File: src/rtl/fifo_arb_pkg.sv
// Shared types and constants for the FIFO write-port round-robin arbiter.
// Optional burst limit is enabled with FIFO_ARB_MAX_BURST_EN.
package fifo_arb_pkg;

  typedef enum logic {
    IDLE = 1'b0,
    LOCK = 1'b1
  } arb_state_t;

  localparam int MAX_BURST_DEFAULT = 16;
  localparam int BURST_CNT_W       = 8;

  // Index width for a requester count; never narrower than one bit.
  function automatic int id_width(input int n);
    return (n <= 2) ? 1 : $clog2(n);
  endfunction

endpackage

File: src/rtl/rr_priority_picker.sv
// Combinational round-robin picker: first set request scanning upward from rr_last+1 with wrap.
// Implemented as rotate, priority-encode, un-rotate.
module rr_priority_picker
  import fifo_arb_pkg::*;
#(
  parameter int NUM_REQ = 4,
  parameter int ID_W    = id_width(NUM_REQ)
) (
  input  logic [NUM_REQ-1:0] req,
  input  logic [ID_W-1:0]    rr_last,
  output logic [ID_W-1:0]    winner,
  output logic               any_req
);

  localparam logic [ID_W:0] NUM_REQ_W = (ID_W+1)'(NUM_REQ);

  logic [ID_W:0]      idx_sum  [NUM_REQ];
  logic [ID_W:0]      idx_wrap [NUM_REQ];
  logic [ID_W-1:0]    idx      [NUM_REQ];
  logic [NUM_REQ-1:0] rotated;
  logic [ID_W-1:0]    pos;

  // rotated[gi] is the requester sitting gi+1 places after the last winner
  genvar gi;
  generate
    for (gi = 0; gi < NUM_REQ; gi++) begin : g_rot
      assign idx_sum[gi]  = {1'b0, rr_last} + (ID_W+1)'(gi + 1);
      assign idx_wrap[gi] = idx_sum[gi] - NUM_REQ_W;
      assign idx[gi]      = (idx_sum[gi] >= NUM_REQ_W) ? idx_wrap[gi][ID_W-1:0]
                                                       : idx_sum[gi][ID_W-1:0];
      assign rotated[gi]  = req[idx[gi]];
    end
  endgenerate

  always_comb begin
    pos = '0;
    for (int k = NUM_REQ - 1; k >= 0; k--) begin
      if (rotated[k]) begin
        pos = ID_W'(k);
      end
    end
  end

  assign winner  = idx[pos];
  assign any_req = |req;

endmodule

File: src/rtl/fifo_wr_rr_arbiter.sv
// Round-robin arbiter sharing one FIFO write port among NUM_REQ producers, grant locked per burst.
// Define FIFO_ARB_MAX_BURST_EN to also release the grant after MAX_BURST beats.
module fifo_wr_rr_arbiter
  import fifo_arb_pkg::*;
#(
  parameter int NUM_REQ   = 4,
  parameter int DATA_W    = 8,
  parameter int MAX_BURST = MAX_BURST_DEFAULT
) (
  input  logic                        clk,
  input  logic                        rst,
  input  logic [NUM_REQ-1:0]          req_valid,
  input  logic [NUM_REQ-1:0]          req_last,
  input  logic [NUM_REQ*DATA_W-1:0]   req_data,
  output logic [NUM_REQ-1:0]          req_ready,
  input  logic                        fifo_full,
  output logic                        fifo_w_en,
  output logic [DATA_W-1:0]           fifo_data_in,
  output logic [$clog2(NUM_REQ)-1:0]  grant_id,
  output logic                        busy
);

  localparam int ID_W = id_width(NUM_REQ);

  arb_state_t        state_reg, state_next;
  logic [ID_W-1:0]   grant_reg, grant_next;
  logic [ID_W-1:0]   rr_last_reg, rr_last_next;
  logic [ID_W-1:0]   winner;
  logic              any_req;
  logic              beat;
  logic              burst_limit;
  logic [DATA_W-1:0] beat_data [NUM_REQ];
  logic [DATA_W-1:0] grant_data;

  rr_priority_picker #(
    .NUM_REQ (NUM_REQ),
    .ID_W    (ID_W)
  ) u_picker (
    .req     (req_valid),
    .rr_last (rr_last_reg),
    .winner  (winner),
    .any_req (any_req)
  );

  genvar gi;
  generate
    for (gi = 0; gi < NUM_REQ; gi++) begin : g_req
      assign beat_data[gi] = req_data[gi*DATA_W +: DATA_W];
      assign req_ready[gi] = (state_reg == LOCK) && (grant_reg == ID_W'(gi)) && !fifo_full;
    end
  endgenerate

  // Zero-cycle forward of the grantee's beat; data bus is quiet when not writing
  assign grant_data   = beat_data[grant_reg];
  assign beat         = (state_reg == LOCK) && req_valid[grant_reg] && !fifo_full;
  assign fifo_w_en    = beat;
  assign fifo_data_in = beat ? grant_data : '0;
  assign busy         = (state_reg == LOCK);
  assign grant_id     = grant_reg;

`ifdef FIFO_ARB_MAX_BURST_EN
  localparam logic [BURST_CNT_W-1:0] CNT_LAST = BURST_CNT_W'(MAX_BURST - 1);

  logic [BURST_CNT_W-1:0] beat_cnt_reg, beat_cnt_next;

  // Counter sits at zero while idle, so every new grant starts from a clean count
  always_comb begin
    beat_cnt_next = beat_cnt_reg;
    if (state_reg == IDLE) begin
      beat_cnt_next = '0;
    end else if (beat) begin
      beat_cnt_next = beat_cnt_reg + 1'b1;
    end
  end

  always_ff @(posedge clk) begin
    if (rst) begin
      beat_cnt_reg <= '0;
    end else begin
      beat_cnt_reg <= beat_cnt_next;
    end
  end

  assign burst_limit = (beat_cnt_reg == CNT_LAST);
`else
  assign burst_limit = 1'b0;
`endif

  always_comb begin
    state_next   = state_reg;
    grant_next   = grant_reg;
    rr_last_next = rr_last_reg;
    case (state_reg)
      IDLE: begin
        if (any_req) begin
          grant_next = winner;
          state_next = LOCK;
        end
      end
      LOCK: begin
        if (beat && (req_last[grant_reg] || burst_limit)) begin
          state_next   = IDLE;
          rr_last_next = grant_reg;
        end
      end
      default: begin
        state_next = IDLE;
      end
    endcase
  end

  always_ff @(posedge clk) begin
    if (rst) begin
      state_reg   <= IDLE;
      grant_reg   <= '0;
      rr_last_reg <= ID_W'(NUM_REQ - 1);
    end else begin
      state_reg   <= state_next;
      grant_reg   <= grant_next;
      rr_last_reg <= rr_last_next;
    end
  end

endmodule

File: config.mk
export PLATFORM = sky130hd
export DESIGN_NAME = fifo_wr_rr_arbiter
export DESIGN_NICKNAME = d
export VERILOG_FILES = /design/src/rtl/fifo_arb_pkg.sv /design/src/rtl/rr_priority_picker.sv /design/src/rtl/fifo_wr_rr_arbiter.sv
export SDC_FILE = /design/constraint.sdc
export NUM_CORES = 1
export LEC_CHECK = 0
export BUFFER_PORTS_ARGS = -buffer_cell sky130_fd_sc_hd__buf_2
export CAP_MARGIN = 0
export CORE_MARGIN = 8
export CORE_UTILIZATION = 34
export DETAILED_ROUTE_END_ITERATION = 16
export GPL_TIMING_DRIVEN = 0
export PLACE_DENSITY = 0.83
export SETUP_SLACK_MARGIN = 0.02
export SYNTH_ARGS = -nofsm -noshare
export SYNTH_HDL_FRONTEND = slang
export SYNTH_SLANG_ARGS = --single-unit
File: constraint.sdc
create_clock -name clk -period 1.3 [get_ports clk]
set_clock_uncertainty 0.15 [all_clocks]
set_input_delay 0 -clock clk [delete_from_list [all_inputs] [get_ports clk]]
set_output_delay 0 -clock clk [all_outputs]
set_load 0.05 [all_outputs]
==> impl_metrics.json, run 1 <==
{
  "leakage_nw": 0.640,
  "grt_pass1_wl_um": 4440,
  "cpPeakStageDelay_ns": 0.50,
  "fin_crit_ns": 1.76,
  "portBuffers": 56,
  "synth_top_cell_area_share": 0.281,
  "fin_ws_ns": -0.463,
  "crit_path_max_fanout": 5,
  "tightest_slew_ns": 0.369,
  "cts_sinks": 5,
  "gp_congestion": 0.836,
  "syn_nets": 124,
  "crit_buf_inv": 2,
  "syn_avg_cell_area_sq_um": 8.90,
  "synth_edf_count": 0,
  "cts_made_buffers": 3,
  "start_util": 0.364,
  "cp.arrival_ns": 1.61,
  "status": "finished, violations left",
  "core-area_sq_um": 1980,
  "intPower_uw": 605,
  "antenna_left": 0,
  "vias": 1006,
  "track_usage": 0.152,
  "synth-seq-cells": 5,
  "drv_slew": 0,
  "violations": "negative hold slack, negative setup slack",
  "worstPathCellList": "clkbuf_16 > mux4_2 > and3_4 > buf_6",
  "synth_cell_types": 34,
  "cap_violations": 0,
  "setup_viol_count_final": 17,
  "slowest_stage": "mux4_2",
  "cts_tree": "done",
  "hold_path_class": "in2reg",
  "routed_wl_um": 3260,
  "drc": 0,
  "wl_per_cell_um": 17.8,
  "num_rows": 16,
  "syn_to_final_growth_pct": 109,
  "hpwl_um": 2280,
  "power.density_nw_per_um2": 668,
  "max-vdd-ir-drop_mv": 0.635,
  "synth-seq-area-share": 0.139,
  "hold_viol": 1,
  "sw_frac_of_total": 0.399,
  "startpoint_type": "flop",
  "nNetsFinal": 200,
  "max_freq_ghz": 0.567,
  "clk_latency_ns": 0.26,
  "syn_inst": 81,
  "critPathCaptureType": "output port",
  "antenna_cells": 0,
  "die_x_um": 62.0,
  "power_frac_clock": 0.192,
  "nFillCells": 134,
  "pre_cts_ws_ns": -0.250,
  "cts_root_buffer": "clkbuf_4",
  "timing.final.crit_share": 1.36,
  "firstDrtPassIters": 4,
  "p_switching_uw": 402,
  "final_cell_mix": "43 x buf_2, 18 x buf_6, 9 x mux4_2, 9 x and3_4, 6 x dlygate4sd3_1",
  "ios": 59,
  "slew_headroom": 0.752,
  "worst_ep_required_time_ns": 1.15,
  "synth.area.top_cells": "mux4_2 28%, dfxtp_1 14%, and3_1 7.8%, buf_6 6.3%, nand2_1 3.6%",
  "overflow": 0,
  "clockBufferDepth": 2,
  "ys.flop_type": "dfxtp_1",
  "async_reset_ff_frac": 0,
  "crit_type": "reg2out",
  "synth_area_sq_um": 721,
  "clk_pin_slew_ns": 0.05,
  "drive_above_1_share": 0.744,
  "die_area_sq_um": 3850,
  "fin_util": 0.760,
  "p_comb_frac": 0.628,
  "grt_max_degree": 11,
  "die_h_um": 62.0,
  "yosys.area.top_type": "mux4_2",
  "viasPerCell": 5.50,
  "yosys_warnings": 0,
  "p_seq_frac": 0.179,
  "final_common_cell": "buf_2",
  "holdWs_ns": -0.0106,
  "antenna_found_initial": 0,
  "drtIter0Drc": 34,
  "grt_pass1_vias": 967,
  "cts_max_level": 1,
  "crit_family": "multiplexers",
  "rsz0062_at_grt": "true"
}
per-layer routing:
layer,global-route usage,vias up,part of all wire
met5,0,-,0
met4,0.0487,0,0.016
met3,0.0514,6,0.14
met2,0.276,61,0.47
met1,0.161,474,0.37
li1,-,465,-
logic make-up after synthesis:
| logic type | synth area share |
|---|---|
| mux | 0.311 |
| flops | 0.139 |
| simple gates | 0.273 |
| buf+inv | 0.106 |
| compound gates | 0.160 |
| xor+xnor | 0.0122 |
power by group through the flow:
stage | Clock, mW | Combinational [mW] | Sequential, mW
floorplan | 0 | 0.320 | 0.210
global placement | 0 | 0.467 | 0.180
detailed placement | 0 | 0.479 | 0.180
CTS | 0.187 | 0.546 | 0.176
global route | 0.197 | 0.668 | 0.182
finish | 0.194 | 0.633 | 0.180
tightest hold or removal path, cell delays in order:
cell	delay, ns
buf_2	0.09
nor2_1	0.08
nand2_2	0.09
o211ai_1	0.09
Yosys cell counts, types with 2 or more instances:
master	instances
o21ai_1	3
inv_1	4
dfxtp_1	5
nor2_1	6
and3_1	9
o22ai_1	2
o211ai_1	2
nand2b_1	2
nand3_1	3
mux4_2	9
a21oi_1	4
nand2_1	7
buf_6	4
cell type report:
type | count | area (sq um) | share of cell area
timing repair buffer | 71 | 547 | 0.363
buffer | 7 | 96.3 | 0.0640
inverter | 4 | 18.8 | 0.0125
sequential | 5 | 114 | 0.0756
clock buffer | 4 | 26.3 | 0.0174
multi-input combinational | 65 | 671 | 0.445
tap | 27 | 33.8 | 0.0224
worst paths after layout:
check | startpoint | slack [ns] | depth (start not counted) | to
min reg2reg | rr_last_reg[0] | 0.44 | 2 | rr_last_reg[0]
min | fifo_full | -0.01 | 4 | rr_last_reg[0]
max | grant_id[0] | -0.46 | 4 | fifo_data_in[0]
max reg2reg | grant_id[0] | -0.43 | 7 | busy
per-stage QoR:
step | hold WS (ns) | power (mW) | setup TNS, ns | area (sq um) | std cells
final | -0.0106 | 1.01 | -6.37 | 1510 | 183
after global routing | 0.00999 | 1.05 | -6.90 | 1510 | 183
after CTS | 0.00493 | 0.909 | -4.94 | 1360 | 177
after detailed placement | 0.0854 | 0.659 | -2.44 | 1140 | 164
after global placement | 0.0822 | 0.647 | -2.21 | 1140 | 164
after floorplan | -0.0896 | 0.530 | -2.50 | 822 | 81
what timing repair did:
item                       CTS  global route
buffers inserted             3             4
hold buffers                 6             0
cloned                       0             2
setup endpoints to repair   18            18
resized for setup           37            17
pin swaps                    1             7
hold endpoints to repair     5             0
Note: power is estimated with default switching activity, not from simulation.
==> run 2: changes to the inputs <==
--- a/config.mk
+++ b/config.mk
@@ -11,7 +11,7 @@
 export CORE_UTILIZATION = 34
 export DETAILED_ROUTE_END_ITERATION = 16
 export GPL_TIMING_DRIVEN = 0
-export PLACE_DENSITY = 0.83
+export PLACE_DENSITY = 0.75
 export SETUP_SLACK_MARGIN = 0.02
 export SYNTH_ARGS = -nofsm -noshare
 export SYNTH_HDL_FRONTEND = slang
==> impl_metrics.json, run 2 (synthesis results as in run 1) <==
{
  "max_freq_ghz": 0.557,
  "start_util": 0.364,
  "cts_max_level": 1,
  "core-area_sq_um": 1980,
  "portBuffers": 56,
  "die_x_um": 62.0,
  "crit_type": "reg2out",
  "critPathCaptureType": "output port",
  "clk_pin_slew_ns": 0.05,
  "startpoint": "grant_id[0]",
  "drive_above_1_share": 0.778,
  "worst_ep_required_time_ns": 1.15,
  "worstReg2RegStart": "grant_id[0]",
  "fin_ws_ns": -0.496,
  "startpoint_type": "flop",
  "rsz0062_at_grt": "true",
  "viasPerCell": 6.07,
  "nNetsFinal": 202,
  "overflow": 0,
  "syn_to_final_growth_pct": 120,
  "max-vdd-ir-drop_mv": 0.646,
  "status": "finished, violations left",
  "hold_start": "req_valid[1]",
  "tightest_slew_ns": 0.312,
  "antenna_cells": 0,
  "timing.final.crit_share": 1.38,
  "wl_per_cell_um": 22.4,
  "cp.arrival_ns": 1.65,
  "clockBufferDepth": 2,
  "nFillCells": 112,
  "die_h_um": 62.0,
  "final_common_cell": "buf_2",
  "clk_latency_ns": 0.25,
  "die_area_sq_um": 3850,
  "setup_viol_count_final": 17,
  "hpwl_um": 2210,
  "cts_sinks": 5,
  "antenna_left": 0,
  "dp_cells": 164,
  "grt_pass1_wl_um": 5910,
  "cts_made_buffers": 3,
  "pre_cts_ws_ns": -0.240,
  "holdWs_ns": 0.0604,
  "track_usage": 0.215,
  "routed_wl_um": 4140,
  "hold_path_class": "in2reg",
  "violations": "negative setup slack",
  "fin_crit_ns": 1.80,
  "ios": 59,
  "cts_tree": "done",
  "grt_pass1_vias": 1136,
  "crit_path_max_fanout": 6,
  "num_rows": 16,
  "final_cell_mix": "43 x buf_2, 15 x buf_6, 10 x mux4_2",
  "drtIter0Drc": 39,
  "cap_violations": 0,
  "firstDrtPassIters": 4,
  "grt_max_degree": 11,
  "instances_no_fill": 185,
  "hold_viol": 0,
  "vias": 1123,
  "cts_root_buffer": "clkbuf_4",
  "power.density_nw_per_um2": 685,
  "leakage_nw": 0.668,
  "antenna_found_initial": 0,
  "slew_headroom": 0.792,
  "drc": 0,
  "gp_congestion": 0.819,
  "drv_slew": 0
}
## run 2: cell count changes in the layout (fill, tap and decap cells not counted), sizes merged
cell	previous run	this run
dlygate4sd3	6	5
buf	69	73
clkbuf	7	5
mux4	9	10
## run 2: stage by stage
stage | power [mW] | setup TNS [ns] | cell area (sq um) | util
after floorplan | 0.530 | -2.50 | 822 | -
after CTS | 1.05 | -5.02 | 1550 | 0.784
after global placement | 0.648 | -2.15 | 1140 | 0.573
after global routing | 1.14 | -6.30 | 1590 | 0.800
final | 1.09 | -5.47 | 1590 | 0.800
after detailed placement | 0.661 | -2.36 | 1140 | 0.573
## run 2: layer usage
layer,global-route usage,share of wire,up-vias
met2,0.370,0.48,83
li1,-,-,471
met4,0.140,0.056,0
met3,0.0597,0.11,23
met1,0.225,0.35,546
met5,0,0,-
## run 2: where the power goes
group / switching (mW) / leakage (nW) / internal [mW] / total [mW]
Combinational: 0.350 / 0.611 / 0.360 / 0.711
Clock: 0.0738 / 0.0150 / 0.117 / 0.191
Sequential: 0.0197 / 0.0421 / 0.165 / 0.185
## run 2: final timing paths
check                                  endpoint  slack (ns)  cells after the start
worst max-delay path            fifo_data_in[6]       -0.50                      4
worst min-delay path                grant_id[1]        0.06                      4
worst max register to register             busy       -0.24                      6
worst min register to register   rr_last_reg[0]        0.43                      2
## run 2: timing repair
action / 4_1_cts / 5_1_grt
gates cloned: 4 / 0
gates resized for setup: 59 / 13
buffers inserted: 7 / 4
hold buffers: 5 / 0
endpoints found under the setup margin: 18 / 18
pin swaps: 10 / 6
endpoints found under the hold margin: 5 / 0
## run 2: final cells by class
| class | instances | area [sq um] | share of cell area |
|---|---|---|---|
| Inverter | 4 | 18.8 | 0.0118 |
| Sequential cell | 5 | 114 | 0.0718 |
| Buffer | 7 | 100 | 0.0631 |
| Tap cell | 27 | 33.8 | 0.0213 |
| Timing Repair Buffer | 72 | 579 | 0.365 |
| Multi-Input combinational cell | 66 | 713 | 0.450 |
| Clock buffer | 4 | 26.3 | 0.0166 |
## run 2: critical path, cell delays in order (launching register included)
cell     delay (ns)
dfxtp_4        0.39
buf_12         0.13
mux4_2         0.51
and3_4         0.21
buf_6          0.15
